--- src/rtl/ram_word_initiator.sv ---
// ram_word_initiator
// Bridges a word-wide valid/ready requester onto a single-port, byte-wide RAM.
// Each BYTES-wide request is split into BYTES sequential byte accesses. Read bytes
// are reassembled little-endian, and each request gets exactly one response.
// Misaligned requests are answered with rsp_err and never touch the RAM.
module ram_word_initiator #(
    parameter int ADDRWIDTH = 20,
    parameter int BYTES     = 4
) (
    input  logic                   clk,
    input  logic                   rst_b,
    input  logic                   req_valid,
    output logic                   req_ready,
    input  logic                   req_write,
    input  logic [ADDRWIDTH-1:0]   req_addr,
    input  logic [8*BYTES-1:0]     req_wdata,
    input  logic [BYTES-1:0]       req_be,
    output logic                   rsp_valid,
    input  logic                   rsp_ready,
    output logic [8*BYTES-1:0]     rsp_rdata,
    output logic                   rsp_err,
    output logic [ADDRWIDTH-1:0]   ram_addr,
    output logic [7:0]             ram_wdata,
    output logic                   ram_we,
    input  logic [7:0]             ram_rdata
);

    localparam int W  = 8 * BYTES;
    localparam int CW = $clog2(BYTES);
    localparam logic [CW-1:0] CNT_LAST = CW'(BYTES - 1);

    typedef enum logic [2:0] {
        S_IDLE,
        S_WR,
        S_RD,
        S_RDTAIL,
        S_RSP
    } state_t;

    state_t                 state_q, state_d;
    logic [CW-1:0]          cnt_q, cnt_d;
    logic [ADDRWIDTH-1:0]   base_q, base_d;
    logic [W-1:0]           wdata_q, wdata_d;
    logic [BYTES-1:0]       be_q, be_d;
    logic [W-1:0]           rdata_q, rdata_d;
    logic                   err_q, err_d;

    logic                   misaligned;
    logic [CW-1:0]          prev_idx;
    logic [7:0]             wbyte_sel;
    logic                   be_sel;

    // Any set bit below the word boundary makes the request misaligned.
    assign misaligned = |req_addr[CW-1:0];

    // Byte returned by the RAM this cycle belongs to the address issued last cycle.
    assign prev_idx = cnt_q - 1'b1;

    // Select the write byte and its enable for the current byte slot.
    always_comb begin
        wbyte_sel = 8'h00;
        be_sel    = 1'b0;
        for (int i = 0; i < BYTES; i++) begin
            if (cnt_q == CW'(i)) begin
                wbyte_sel = wdata_q[8*i +: 8];
                be_sel    = be_q[i];
            end
        end
    end

    // Next-state and datapath update for the request/byte-sequencing FSM.
    always_comb begin
        state_d = state_q;
        cnt_d   = cnt_q;
        base_d  = base_q;
        wdata_d = wdata_q;
        be_d    = be_q;
        rdata_d = rdata_q;
        err_d   = err_q;

        case (state_q)
            S_IDLE: begin
                if (req_valid) begin
                    base_d  = req_addr;
                    wdata_d = req_wdata;
                    be_d    = req_be;
                    rdata_d = '0;
                    cnt_d   = '0;
                    if (misaligned) begin
                        err_d   = 1'b1;
                        state_d = S_RSP;
                    end else begin
                        err_d   = 1'b0;
                        state_d = req_write ? S_WR : S_RD;
                    end
                end
            end
            S_WR: begin
                cnt_d = cnt_q + 1'b1;
                if (cnt_q == CNT_LAST) begin
                    state_d = S_RSP;
                end
            end
            S_RD: begin
                cnt_d = cnt_q + 1'b1;
                // Slot 0 has no data yet; later slots capture the previous byte.
                if (cnt_q != '0) begin
                    for (int i = 0; i < BYTES; i++) begin
                        if (prev_idx == CW'(i)) begin
                            rdata_d[8*i +: 8] = ram_rdata;
                        end
                    end
                end
                if (cnt_q == CNT_LAST) begin
                    state_d = S_RDTAIL;
                end
            end
            S_RDTAIL: begin
                rdata_d[W-1 -: 8] = ram_rdata;
                state_d           = S_RSP;
            end
            S_RSP: begin
                if (rsp_ready) begin
                    state_d = S_IDLE;
                end
            end
            default: begin
                state_d = S_IDLE;
            end
        endcase
    end

    // State, counter and everything that reaches an output; cleared by reset.
    always_ff @(posedge clk or negedge rst_b) begin
        if (!rst_b) begin
            state_q <= S_IDLE;
            cnt_q   <= '0;
            base_q  <= '0;
            rdata_q <= '0;
            err_q   <= 1'b0;
        end else begin
            state_q <= state_d;
            cnt_q   <= cnt_d;
            base_q  <= base_d;
            rdata_q <= rdata_d;
            err_q   <= err_d;
        end
    end

    // Latched write payload; only meaningful after an accept, so no reset needed.
    always_ff @(posedge clk) begin
        wdata_q <= wdata_d;
        be_q    <= be_d;
    end

    assign req_ready = (state_q == S_IDLE);
    assign rsp_valid = (state_q == S_RSP);
    assign rsp_rdata = rdata_q;
    assign rsp_err   = err_q;

    // Alignment guarantees no carry out of the counter bits, so a word never wraps.
    assign ram_addr  = base_q + ADDRWIDTH'(cnt_q);
    assign ram_we    = (state_q == S_WR) && be_sel;
    assign ram_wdata = (state_q == S_WR) ? wbyte_sel : 8'h00;

endmodule

--- config.mk ---
export PLATFORM = sky130hd
export DESIGN_NAME = ram_word_initiator
export DESIGN_NICKNAME = d
export VERILOG_FILES = /design/src/rtl/ram_word_initiator.sv
export SDC_FILE = /design/constraint.sdc
export NUM_CORES = 1
export LEC_CHECK = 0
export BUFFER_PORTS_ARGS = -buffer_cell sky130_fd_sc_hd__buf_2
export CAP_MARGIN = 0
export CORE_AREA = 2 2 101 103
export CTS_CLUSTER_SIZE = 14
export DETAILED_ROUTE_END_ITERATION = 16
export DIE_AREA = 0 0 103 105
export HOLD_SLACK_MARGIN = 0.03
export PLACE_DENSITY = 0.74
export SYNTH_ARGS = -nofsm -noshare
export SYNTH_HDL_FRONTEND = slang
export SYNTH_SLANG_ARGS = --single-unit
--- constraint.sdc ---
create_clock -name clk -period 4.4 [get_ports clk]
set_input_delay 0.44 -clock clk [delete_from_list [all_inputs] [get_ports clk]]
set_output_delay 0.44 -clock clk [all_outputs]
set_load 0.02 [all_outputs]
==> reports/results.txt <==
run status -> finished clean
Synth Net Count -> 444
# port buffers -> 132
n_diodes -> 0
post-CTS setup buffer count -> 0
Final Hold Fails -> 0
CORE AREA -> 9640 um2
# H-tree levels -> 3
vias in the first global route -> 3064
slack of the worst reg-to-reg path -> 1.83 ns
first-pass GRT wire length -> 14600 um
Nets -> 572
Post-synth EDFFs -> 36
aggregate global routing overflow -> 0
LEAKAGE -> 2.36 nW
Hold Buf Count CTS -> 0
slew margin rel. -> 31.3%
Initial Util -> 44.7%
initial drt markers -> 217
max frequency -> 320 MHz
via/cell ratio -> 4.98
hpwl dp -> 6810 um
Synth Warn # -> 0
Crit. End Element -> primary output
initial antenna violation count -> 0
Cell Area, Synth -> 4310 um2
Syn Inst Count -> 364
Setup CP Type -> register to primary output
routed length per placed instance -> 14.7 um
later-pin clock latency in the skew report -> 0.36 ns
Unique masters post-synth -> 46
Hold/Removal Path Class -> input pin to async pin
FF/Latch Area -> 2530 um2
Top FF cell, synth -> dfrtp_1
slowest stage delay, CP -> 0.55 ns
DRC viols -> 0
sequential cell area fraction in the yosys report -> 58.8%
PD cells -> 651 nW/um2
final hold slack -> 0.228 ns
critical path data arrival time -> 2.68 ns
GRT Resource Usage Total -> 17.4%
Async SR Flop Fraction -> 61.7%
final clock skew -> 0.0114 ns
I/O pin count -> 133
setup_tns -> 0 ns
CTS Root Cell -> clkbuf_8
Pre-Repair DR Iteration Count -> 4
Critical Path, Cell by Cell -> inv_1, ha_1, nor2b_1, a22oi_1, o21ai_0, a22o_1, buf_2
CTS buffer count -> 9
chip height -> 105 um
#FFs+latches synth -> 94
Max VDD drop -> 0.000293 V
share of cells above drive strength 1 -> 32.8%
area of the multi-input gates -> 1630 um2
RSZ-0062 raised after global routing -> false
Max clock buf depth -> 2
Detailed Route WL -> 9290 um
CTS tree -> yes
Max Cap Violations -> 0
Final Slew Violations -> 0
clk sinks -> 94
Vias -> 3137
Avg Cell Area, Syn -> 11.8 um2
Worst setup SP type -> register
number of placement rows -> 36
Req. time, crit path -> 3.96 ns
fin crit period -> 3.12 ns
chip width -> 103 um
area grow syn2layout -> 21.8%
worst-path fanout max -> 11
Die ar. -> 10800 um2
# resized after CTS -> 0
Final period util -> 71.0%
fill count -> 882
GP Congestion -> 0.825
Worst-path clk slew -> 0.09 ns
largest net degree at the start of global routing -> 59
Finish-stage setup viols -> 0
slowest CP cell -> nor2b_1
Detail Route Antenna Nets -> 0
Worst-Margin Slew -> 1.02 ns
[synthesized netlist by cell type, drive strengths merged (6+ instances only)]
library cell / number / area share (%)
edfxtp: 36 / 25
nand3: 7 / 0.81
dfrtp: 58 / 34
ha: 10 / 2.9
a22oi: 8 / 1.4
mux2i: 10 / 2.3
nor2b: 6 / 0.93
mux2: 18 / 4.7
buf: 14 / 2.0
a22o: 9 / 1.8
a21oi: 6 / 0.96
o21ai: 42 / 4.9
xnor2: 16 / 3.3
nand2: 57 / 5.0
nor2: 9 / 0.78
inv: 14 / 1.2
[cell families after synthesis]
kind of cell	synth area share, %
AOI/OAI and AO/OA	10.5
muxes	7.03
xor gates and xnor gates	3.86
adders and majority gates	3.37
and+or+nand+nor	12.8
buffers and inverters	3.60
DFF	58.8
[layer usage]
layer	share of wire, %	global-route usage (%)	wire length (um)
met1	44	22.3	4070
met2	47	27.9	4400
met3	7.5	5.75	696
met4	1.4	5.26	126
met5	0	0	0
[flip-flops by register name, indices dropped and copies added (netlist names)]
| signal | count |
|---|---|
| rsp_rdata | 32 |
| cnt_q | 2 |
| wdata_q | 32 |
| rsp_err | 1 |
| state_q | 3 |
| base_q | 20 |
| be_q | 4 |
[final timing paths]
| kind | depth (start not counted) | from | endpoint |
|---|---|---|---|
| worst max-delay path | 7 | cnt_q[1] | ram_wdata[0] |
| worst min-delay path | 2 | rst_b | rsp_rdata[23] |
| worst max register to register | 4 | state_q[1] | base_q[0] |
| worst min register to register | 2 | rsp_rdata[5] | rsp_rdata[5] |
| max in group asynchronous | 2 | rst_b | rsp_rdata[26] |
| min in group clk | 1 | req_wdata[3] | wdata_q[3] |
[through the flow]
| step | utilization, % | instance area [um2] | total power, mW | worst slack, ns | instances |
|---|---|---|---|---|---|
| 2_1_floorplan | - | 4310 | 2.47 | 1.93 | 364 |
| 3_3_place_gp | 52.5 | 5060 | 2.87 | 1.80 | 614 |
| 3_5_place_dp | 52.5 | 5060 | 2.91 | 1.67 | 614 |
| 4_1_cts | 54.4 | 5250 | 3.45 | 1.25 | 630 |
| 5_1_grt | 54.4 | 5250 | 3.65 | 1.04 | 630 |
| 6_report | 54.4 | 5250 | 3.42 | 1.28 | 630 |
[placed cells by master (no fill, tap or decap), types with 5 or more instances in the layout]
cell,netlist,final
clkbuf_8,0,10
a22oi_1,8,8
ha_1,10,10
nor2_1,9,9
edfxtp_1,36,36
o21ai_0,39,39
mux2_1,13,13
mux2i_1,10,10
nor2b_1,5,5
dfrtp_1,58,58
inv_1,14,14
nand3_1,7,7
buf_2,10,132
mux2_2,5,5
a22o_1,9,9
a21oi_1,5,5
nand2_1,57,57
xnor2_1,16,16
[where the power goes]
part           switching [mW]  total, mW  internal, mW
logic                   0.894       1.44         0.544
registers               0.246       1.45          1.20
clock network           0.309      0.532         0.224
total                    1.45       3.42          1.97
[critical path, delay by kind of cell (launching register included)]
family / cells / cell delay, ns
AOI/OAI and AO/OA: 3 / 0.53
adders and majority gates: 1 / 0.37
buffers and inverters: 2 / 0.36
DFF: 1 / 0.52
and+or+nand+nor: 1 / 0.55
[area by class of cell]
class                   instances  area share (%)
well taps                     133            3.17
repair buffers                135            13.0
flip-flops and latches         94            48.3
clock inverters                 6           0.883
clock buffers                  10            2.62
multi-input cells             238            31.0
inverters                      14            1.00
No activity file was read; power rests on OpenSTA's default activity.
